[src/rtl/approx_lut_pkg.sv]
// rtl/approx_lut_pkg.sv - shared constants, config FSM encoding and table-depth helper
package approx_lut_pkg;

    // 1RS truth table: O = I4 | (I3 & I2 & I1 & I0), bit i is the output for index i
    localparam logic [31:0] LUT_INIT_1RS = 32'hFFFF_8000;

    typedef enum logic [1:0] {
        CFG_IDLE   = 2'd0,
        CFG_LOAD   = 2'd1,
        CFG_COMMIT = 2'd2
    } cfg_state_e;

    function automatic int tbl_depth(input int k);
        return 1 << k;
    endfunction

endpackage

[src/rtl/approx_lut_cfg_fsm.sv]
// rtl/approx_lut_cfg_fsm.sv - serial reload FSM: bit counter, shadow table and cfg handshake
module approx_lut_cfg_fsm
    import approx_lut_pkg::*;
#(
    parameter int K  = 5,
    parameter int CW = 2
) (
    input  logic                      clk,
    input  logic                      rst,
    input  logic                      cfg_start_i,
    input  logic [CW-1:0]             cfg_ch_i,
    input  logic                      cfg_valid_i,
    input  logic                      cfg_bit_i,
    input  logic                      cfg_abort_i,
    output logic                      cfg_ready_o,
    output logic                      cfg_busy_o,
    output logic                      cfg_done_o,
    output logic                      commit_o,
    output logic [CW-1:0]             commit_ch_o,
    output logic [tbl_depth(K)-1:0]   shadow_o
);
    localparam int TBL = tbl_depth(K);

    cfg_state_e         state_q, state_d;
    logic [K-1:0]       cnt_q, cnt_d;
    logic [CW-1:0]      ch_q, ch_d;
    logic [TBL-1:0]     shadow_q, shadow_d;

    always_ff @(posedge clk) begin
        if (rst) begin
            state_q  <= CFG_IDLE;
            cnt_q    <= '0;
            ch_q     <= '0;
            shadow_q <= '0;
        end else begin
            state_q  <= state_d;
            cnt_q    <= cnt_d;
            ch_q     <= ch_d;
            shadow_q <= shadow_d;
        end
    end

    always_comb begin
        state_d  = state_q;
        cnt_d    = cnt_q;
        ch_d     = ch_q;
        shadow_d = shadow_q;
        unique case (state_q)
            CFG_IDLE: begin
                if (cfg_start_i) begin
                    state_d = CFG_LOAD;
                    ch_d    = cfg_ch_i;
                    cnt_d   = '0;
                end
            end
            CFG_LOAD: begin
                // abort takes priority over a beat presented in the same cycle
                if (cfg_abort_i) begin
                    state_d  = CFG_IDLE;
                    cnt_d    = '0;
                    shadow_d = '0;
                end else if (cfg_valid_i) begin
                    shadow_d[cnt_q] = cfg_bit_i;
                    cnt_d           = cnt_q + K'(1);
                    if (&cnt_q) state_d = CFG_COMMIT;
                end
            end
            CFG_COMMIT: state_d = CFG_IDLE;
            default:    state_d = CFG_IDLE;
        endcase
    end

    assign cfg_ready_o = (state_q == CFG_LOAD);
    assign cfg_busy_o  = (state_q != CFG_IDLE);
    assign cfg_done_o  = (state_q == CFG_COMMIT);
    assign commit_o    = (state_q == CFG_COMMIT);
    assign commit_ch_o = ch_q;
    assign shadow_o    = shadow_q;

endmodule

[src/rtl/approx_lut_bank.sv]
// rtl/approx_lut_bank.sv - bank of reprogrammable K-input LUTs with one-cycle registered evaluation
module approx_lut_bank
    import approx_lut_pkg::*;
#(
    parameter int                        K            = 5,
    parameter int                        N_CH         = 4,
    parameter logic [tbl_depth(K)-1:0]   INIT_DEFAULT = LUT_INIT_1RS
) (
    input  logic                      clk,
    input  logic                      rst,
    input  logic                      in_valid,
    input  logic [N_CH*K-1:0]         in_data,
    input  logic [N_CH-1:0]           ch_en,
    output logic                      out_valid,
    output logic [N_CH-1:0]           out_data,
    input  logic                      cfg_start,
    input  logic [$clog2(N_CH)-1:0]   cfg_ch,
    input  logic                      cfg_valid,
    input  logic                      cfg_bit,
    output logic                      cfg_ready,
    input  logic                      cfg_abort,
    output logic                      cfg_busy,
    output logic                      cfg_done
);
    localparam int TBL = tbl_depth(K);
    localparam int CW  = $clog2(N_CH);

    logic [TBL-1:0]   tbl_q [N_CH];
    logic             out_valid_q;
    logic [N_CH-1:0]  out_data_q;
    logic             commit;
    logic [CW-1:0]    commit_ch;
    logic [TBL-1:0]   shadow;

    approx_lut_cfg_fsm #(.K(K), .CW(CW)) u_cfg_fsm (
        .clk         (clk),
        .rst         (rst),
        .cfg_start_i (cfg_start),
        .cfg_ch_i    (cfg_ch),
        .cfg_valid_i (cfg_valid),
        .cfg_bit_i   (cfg_bit),
        .cfg_abort_i (cfg_abort),
        .cfg_ready_o (cfg_ready),
        .cfg_busy_o  (cfg_busy),
        .cfg_done_o  (cfg_done),
        .commit_o    (commit),
        .commit_ch_o (commit_ch),
        .shadow_o    (shadow)
    );

    // eval and commit share an edge, so an eval in the COMMIT cycle sees the old table
    always_ff @(posedge clk) begin
        if (rst) begin
            out_valid_q <= 1'b0;
            out_data_q  <= '0;
            for (int c = 0; c < N_CH; c++) tbl_q[c] <= INIT_DEFAULT;
        end else begin
            out_valid_q <= in_valid;
            if (in_valid) begin
                for (int c = 0; c < N_CH; c++)
                    out_data_q[c] <= ch_en[c] & tbl_q[c][in_data[c*K +: K]];
            end
            if (commit) begin
                for (int c = 0; c < N_CH; c++)
                    if (commit_ch == CW'(c)) tbl_q[c] <= shadow;
            end
        end
    end

    assign out_valid = out_valid_q;
    assign out_data  = out_data_q;

endmodule

[config.mk]
export PLATFORM = sky130hd
export DESIGN_NAME = approx_lut_bank
export DESIGN_NICKNAME = d
export VERILOG_FILES = /design/src/rtl/approx_lut_pkg.sv /design/src/rtl/approx_lut_cfg_fsm.sv /design/src/rtl/approx_lut_bank.sv
export SDC_FILE = /design/constraint.sdc
export NUM_CORES = 1
export LEC_CHECK = 0
export CAP_MARGIN = 10
export CELL_PAD_IN_SITES_DETAIL_PLACEMENT = 0
export CELL_PAD_IN_SITES_GLOBAL_PLACEMENT = 1
export CORE_MARGIN = 2
export CORE_UTILIZATION = 53
export CTS_CLUSTER_SIZE = 10
export DETAILED_ROUTE_END_ITERATION = 10
export GPL_TIMING_DRIVEN = 1
export PLACE_DENSITY = 0.95
export SKIP_CTS_REPAIR_TIMING = 1
export SLEW_MARGIN = 0
export SYNTH_ARGS = -nofsm -noshare
export SYNTH_HDL_FRONTEND = slang
export SYNTH_SLANG_ARGS = --single-unit
[constraint.sdc]
create_clock -name clk -period 7 [get_ports clk]
set_input_delay 1.4 -clock clk [delete_from_list [all_inputs] [get_ports clk]]
set_output_delay 1.4 -clock clk [all_outputs]
set_load 0.005 [all_outputs]
* Word-level counts from Yosys, hierarchy flattened *
Memories as Yosys holds them, arrays and structs flattened.
Index checks and enable logic that the tools add are counted.

word-level totals
  bits of input ports = 33
  bits in writable memories = 128
  output and inout port bits = 8
  register bits after elaboration = 46
  memories = 1

memories
  memory  words  width  read ports  clocked after memory_dff  write ports  RTL line               RTL
  tbl_q   4      32     4           0                         4            approx_lut_bank.sv:28  logic [TBL-1:0] tbl_q [N_CH];

operators by class
  reductions and logical operators = 11
  add/sub/neg operators = 1
  equal/unequal tests = 8
  bitwise gates (word level) = 8
  magnitude comparators = 6
  muxes and demuxes = 44

operators by type and width
  cell                 number
  $mux 32              6
  $bwmux 32            1
  $lt 5x6->1 const B   5
  $mux 1               23
  $bmux 1 s5           4
  $mux 5               3
  $pmux 5 s2           1
  $mux 2               4
  $eq 2x2->1 const B   3
  $reduce_and 3->1     2
  $reduce_bool 2->1    3
  $add 5x1->5 const B  1
  $demux 1 s5          1
  $ge 5x1->1 const B   1
  $reduce_and 5->1     1
  $and 1x1->1          4
  $eq 2x1->1 const B   2
  $logic_not 2->1      2
  $or 1x1->1           4
  $pmux 2 s2           1
  $reduce_and 2->1     2
  $ne 3x1->1 const B   1
  $ne 3x2->1 const B   1
  $ne 2x2->1 const B   1
  $logic_and 1x1->1    1

* Depth between registers and ports, before layout *
  depth in word-level cells = 7
  gate-level depth with buffers = 7

* Cells and area by module *
Synthesis repeated with hierarchy kept, for this count alone.

second synthesis, totals
  cells, all modules = 663
  area, all modules = 8353.0 um^2

modules (own cells, without submodules)
  module              area an instance (um^2)  cells an instance  times used  seq. area each (um^2)
  approx_lut_bank     6097.1                   391                1           3943.8
  approx_lut_cfg_fsm  2255.9                   272                1           820.8

* Worst setup path after synthesis *
No wires, ideal clock.

  path type = in2reg
  start point = input rst
  end point = memory tbl_q[0][0] (netlist bit), enable pin
  required time = 6572 ps
  stages = 2
  library setup time = 428 ps
  slack = 4074 ps
  arrival = 2498 ps
  cell sequence = clkbuf_1 o21bai_1

RTL lines
  what             RTL line               RTL
  start, declared  approx_lut_bank.sv:10  input logic rst,
  end, declared    approx_lut_bank.sv:28

* Final worst setup path *
  start point = input cfg_abort
  end point = register u_cfg_fsm.shadow_q[22] (netlist: u_cfg_fsm.shadow_o[22])

on the way
  cells in the longest elaborated chain, start to end = 2
  elaborated cells between the ends (all ways) = 3

ends and longest elaborated chain
  what                                RTL line                  RTL
  start, declared                     approx_lut_bank.sv:21     input logic cfg_abort,
  $reduce_bool 2->1 (no source line)  -
  $reduce_and 2->1 (no source line)   -
  end signal, assigned                approx_lut_cfg_fsm.sv:39  shadow_q <= shadow_d;
  end, declared                       approx_lut_cfg_fsm.sv:27  logic [TBL-1:0] shadow_q, shadow_d;

Parallel ways exist; a longest one is shown, timed or not.
A chain may end at the register's enable or synchronous reset.

==> results by group <==
Status
  – Status: complete, no violations

Timing
  – Slew Viols, Final: 0
  – Period minus WS final: 3.63 ns
  – Total Neg Setup Slack: 0 ns
  – Fin crit share: 51.8%
  – RSZ-0062 raised after global routing: no
  – Worst-Margin Slew: 1.17 ns
  – Setup violators final: 0
  – FMAX: 0.276 GHz
  – Final Hold Vio Count: 0
  – Final Skew: 0.0122 ns
  – Relative slew slack: 21.8%

Pwr
  – Maximum vdd drop: 176 uV
  – Power Density: 234 nW/um2
  – Lkg Pwr: 2.91 nW

Layout
  – Area growth syn-to-layout: 12.8%
  – Reg area: 4760 um2
  – N_diodes: 0
  – Nets: 704
  – Layout cells sized above 1: 10.6%
  – # fillers: 1114
  – Non-filler cells in the finished layout: 867
  – Area occupied by multi-input gates: 3080 um2

GRT
  – Largest net degree at the start of global routing: 51
  – GRT Overall Usage: 22.8%
  – Vias in the first global route: 4853
  – Aggregate global routing overflow: 0
  – Antenna violations before repair: 0
  – First-pass GRT wire length: 26800 um

Place
  – Port buffer count: 40
  – Post-DP HPWL: 11500 um
  – Placed cell count: 835
  – Gp weighted congestion: 0.836

Synthesis
  – Post-synth EDFFs: 128
  – Post-Syn Area per Cell: 12.5 um2
  – Asr flop ratio synth: 0%
  – Post-Synth XOR/XNOR Area: 0%
  – Synthesized netlist cell count: 647
  – Simple-gate share of the synthesized area: 17.0%
  – Yosys Warn Count: 0
  – Post-synth top flop: edfxtp_1
  – Area leader, netlist: edfxtp_1
  – Synth Area in Compound Gates: 8.01%
  – Syn Std Cell Area: 8060 um2
  – Post-synth top area share: 47.7%
  – Syn Nets: 685
  – Post-synthesis sequential area ratio: 59.1%
  – Synth area leaders: edfxtp_1, dfxtp_1, mux4_2
  – Synth top cells by count: edfxtp_1, a21oi_1, and2_1
  – Most numerous cell in the Yosys netlist: edfxtp_1
  – Fraction of synthesized area in multiplexers: 12.2%
  – Largest family of logic cells by synthesized area: simple AND/OR/NAND/NOR gates
  – Adder-Cell Fraction of Synth Area: 0.776%
  – #FFs+latches synth: 174
  – Netlist cell types: 36

Worst hold path
  – Hold Crit Depth: 1
  – Worst hold path type: reg -> reg

Detailed routing
  – Drt wl/cell: 20.6 um
  – Via density: 5.95
  – Final Routed Wirelength: 17800 um
  – Iter 0 DRT Violations: 683
  – Final ANT Viol Nets: 0
  – DRC viols: 0
  – First-pass DRT Iterations: 6
  – Via count: 5159

CTS
  – Skew-Pair Late Insertion Delay: 0.43 ns
  – H-tree Lvls: 4
  – Clock sink total: 174
  – CTS tree: yes
  – Clock root cell: clkbuf_16
  – TritonCTS Buffers: 17
  – Clock tree buffer depth: 2
  – Worst-path clk slew: 0.06 ns

Worst setup path
  – CP max stage delay: 1.25 ns
  – Max FO, Critical Path: 36
  – Worst Setup Path Type: in -> reg
  – Critical path, cell by cell: clkdlybuf4s50_1, or2_1, nand2_1, o21ai_0, a21oi_1
  – Worst setup EP type: register
  – Stages on the worst setup path: 5
  – CP Buf/Inv Count: 1
  – Worst Path Arrival: 3.92 ns
  – Cells on worst reg2reg path: 4
  – Worst path slowest cell: clkdlybuf4s50_1
  – CP top delay family: buffers and inverters
  – Worst endpoint required time: 7.29 ns
  – Crit start category: input pin

Floorplanning
  – # IOs: 41
  – DIE AREA: 16200 um2
  – Core area: 15000 um2
  – Die width: 127 um
  – Std-Cell Rows: 45
  – Initial Utilization: 53.6%
  – Die H: 127 um

Job
  – Total of max-cap violations: 0
[final timing paths]
| path | start | end | slack, ns |
|---|---|---|---|
| setup reg to reg | u_cfg_fsm.state_q[1]$_SDFFE_PP0P_ | tbl_q[2][2]$_SDFFCE_PN0P_ | 4.81 |
| hold reg to reg | out_data[0]$_SDFFE_PP0P_ | out_data[0]$_SDFFE_PP0P_ | 0.47 |
| hold / removal | out_data[0]$_SDFFE_PP0P_ | out_data[0]$_SDFFE_PP0P_ | 0.47 |
| setup / recovery | cfg_abort | u_cfg_fsm.shadow_o[22]$_SDFFE_PP0P_ | 3.37 |
[metrics by stage]
step	power (mW)	setup slack [ns]	util (%)	cell area, um2	hold WS, ns
finish	2.13	3.37	60.5	9100	0.467
global route	2.19	3.22	60.5	9100	0.487
CTS	2.14	3.45	60.5	9100	0.473
detailed placement	1.29	3.00	57.0	8560	0.458
global placement	1.28	3.07	57.0	8560	0.447
floorplan	1.24	4.07	-	8060	0.466
[sequential cells by signal, summed over array words and instances, names as in the netlist]
register	count
out_data	4
u_cfg_fsm.commit_ch_o	2
u_cfg_fsm.shadow_o	32
u_cfg_fsm.state_q	2
out_valid	1
tbl_q	128
u_cfg_fsm.cnt_q	5
[per-layer routing]
metal / GRT usage (%) / wire, um / vias up
met5: 0 / 0 / -
met4: 12.3 / 778 / 0
met3: 4.23 / 1240 / 55
met2: 37.8 / 8900 / 203
met1: 28.7 / 6920 / 2490
li1: - / - / 2411
[power by group]
group	internal, mW	total [mW]	switching [mW]
registers	1.13	1.14	0.00944
clock network	0.499	0.869	0.370
logic	0.0599	0.125	0.0656
total	1.69	2.13	0.445
[kinds of logic (layout without fill, tap and decap cells)]
kind of cell	Yosys count	after routing
simple gates	230	230
mux	68	68
fa+ha+maj	5	5
buf+inv	55	87
flops	174	174
compound gates	115	115
[final cells by class]
cell class / instances / area share (%)
clock buffers: 26 / 5.16
clock inverters: 6 / 0.715
inverters: 7 / 0.289
multi-input cells: 418 / 33.8
flip-flops and latches: 174 / 52.4
well taps: 188 / 2.59
repair buffers: 48 / 5.06
[layout by cell type, fill, tap and decap left out, drive strengths merged, types with 5 or more instances in the layout]
| cell type | Yosys | routed |
|---|---|---|
| a21oi | 69 | 69 |
| and2 | 61 | 61 |
| buf | 6 | 8 |
| clkbuf | 42 | 26 |
| clkdlybuf4s50 | 0 | 40 |
| clkinv | 0 | 5 |
| dfxtp | 46 | 46 |
| edfxtp | 128 | 128 |
| ha | 5 | 5 |
| inv | 7 | 7 |
| mux2i | 42 | 42 |
| mux4 | 24 | 24 |
| nand2 | 36 | 36 |
| nand2b | 36 | 36 |
| nand3 | 11 | 11 |
| nor2 | 16 | 16 |
| nor2b | 7 | 7 |
| nor3 | 8 | 8 |
| nor3b | 5 | 5 |
| o21ai | 34 | 34 |
| or3 | 35 | 35 |
Note: power is estimated with default switching activity, not from simulation.
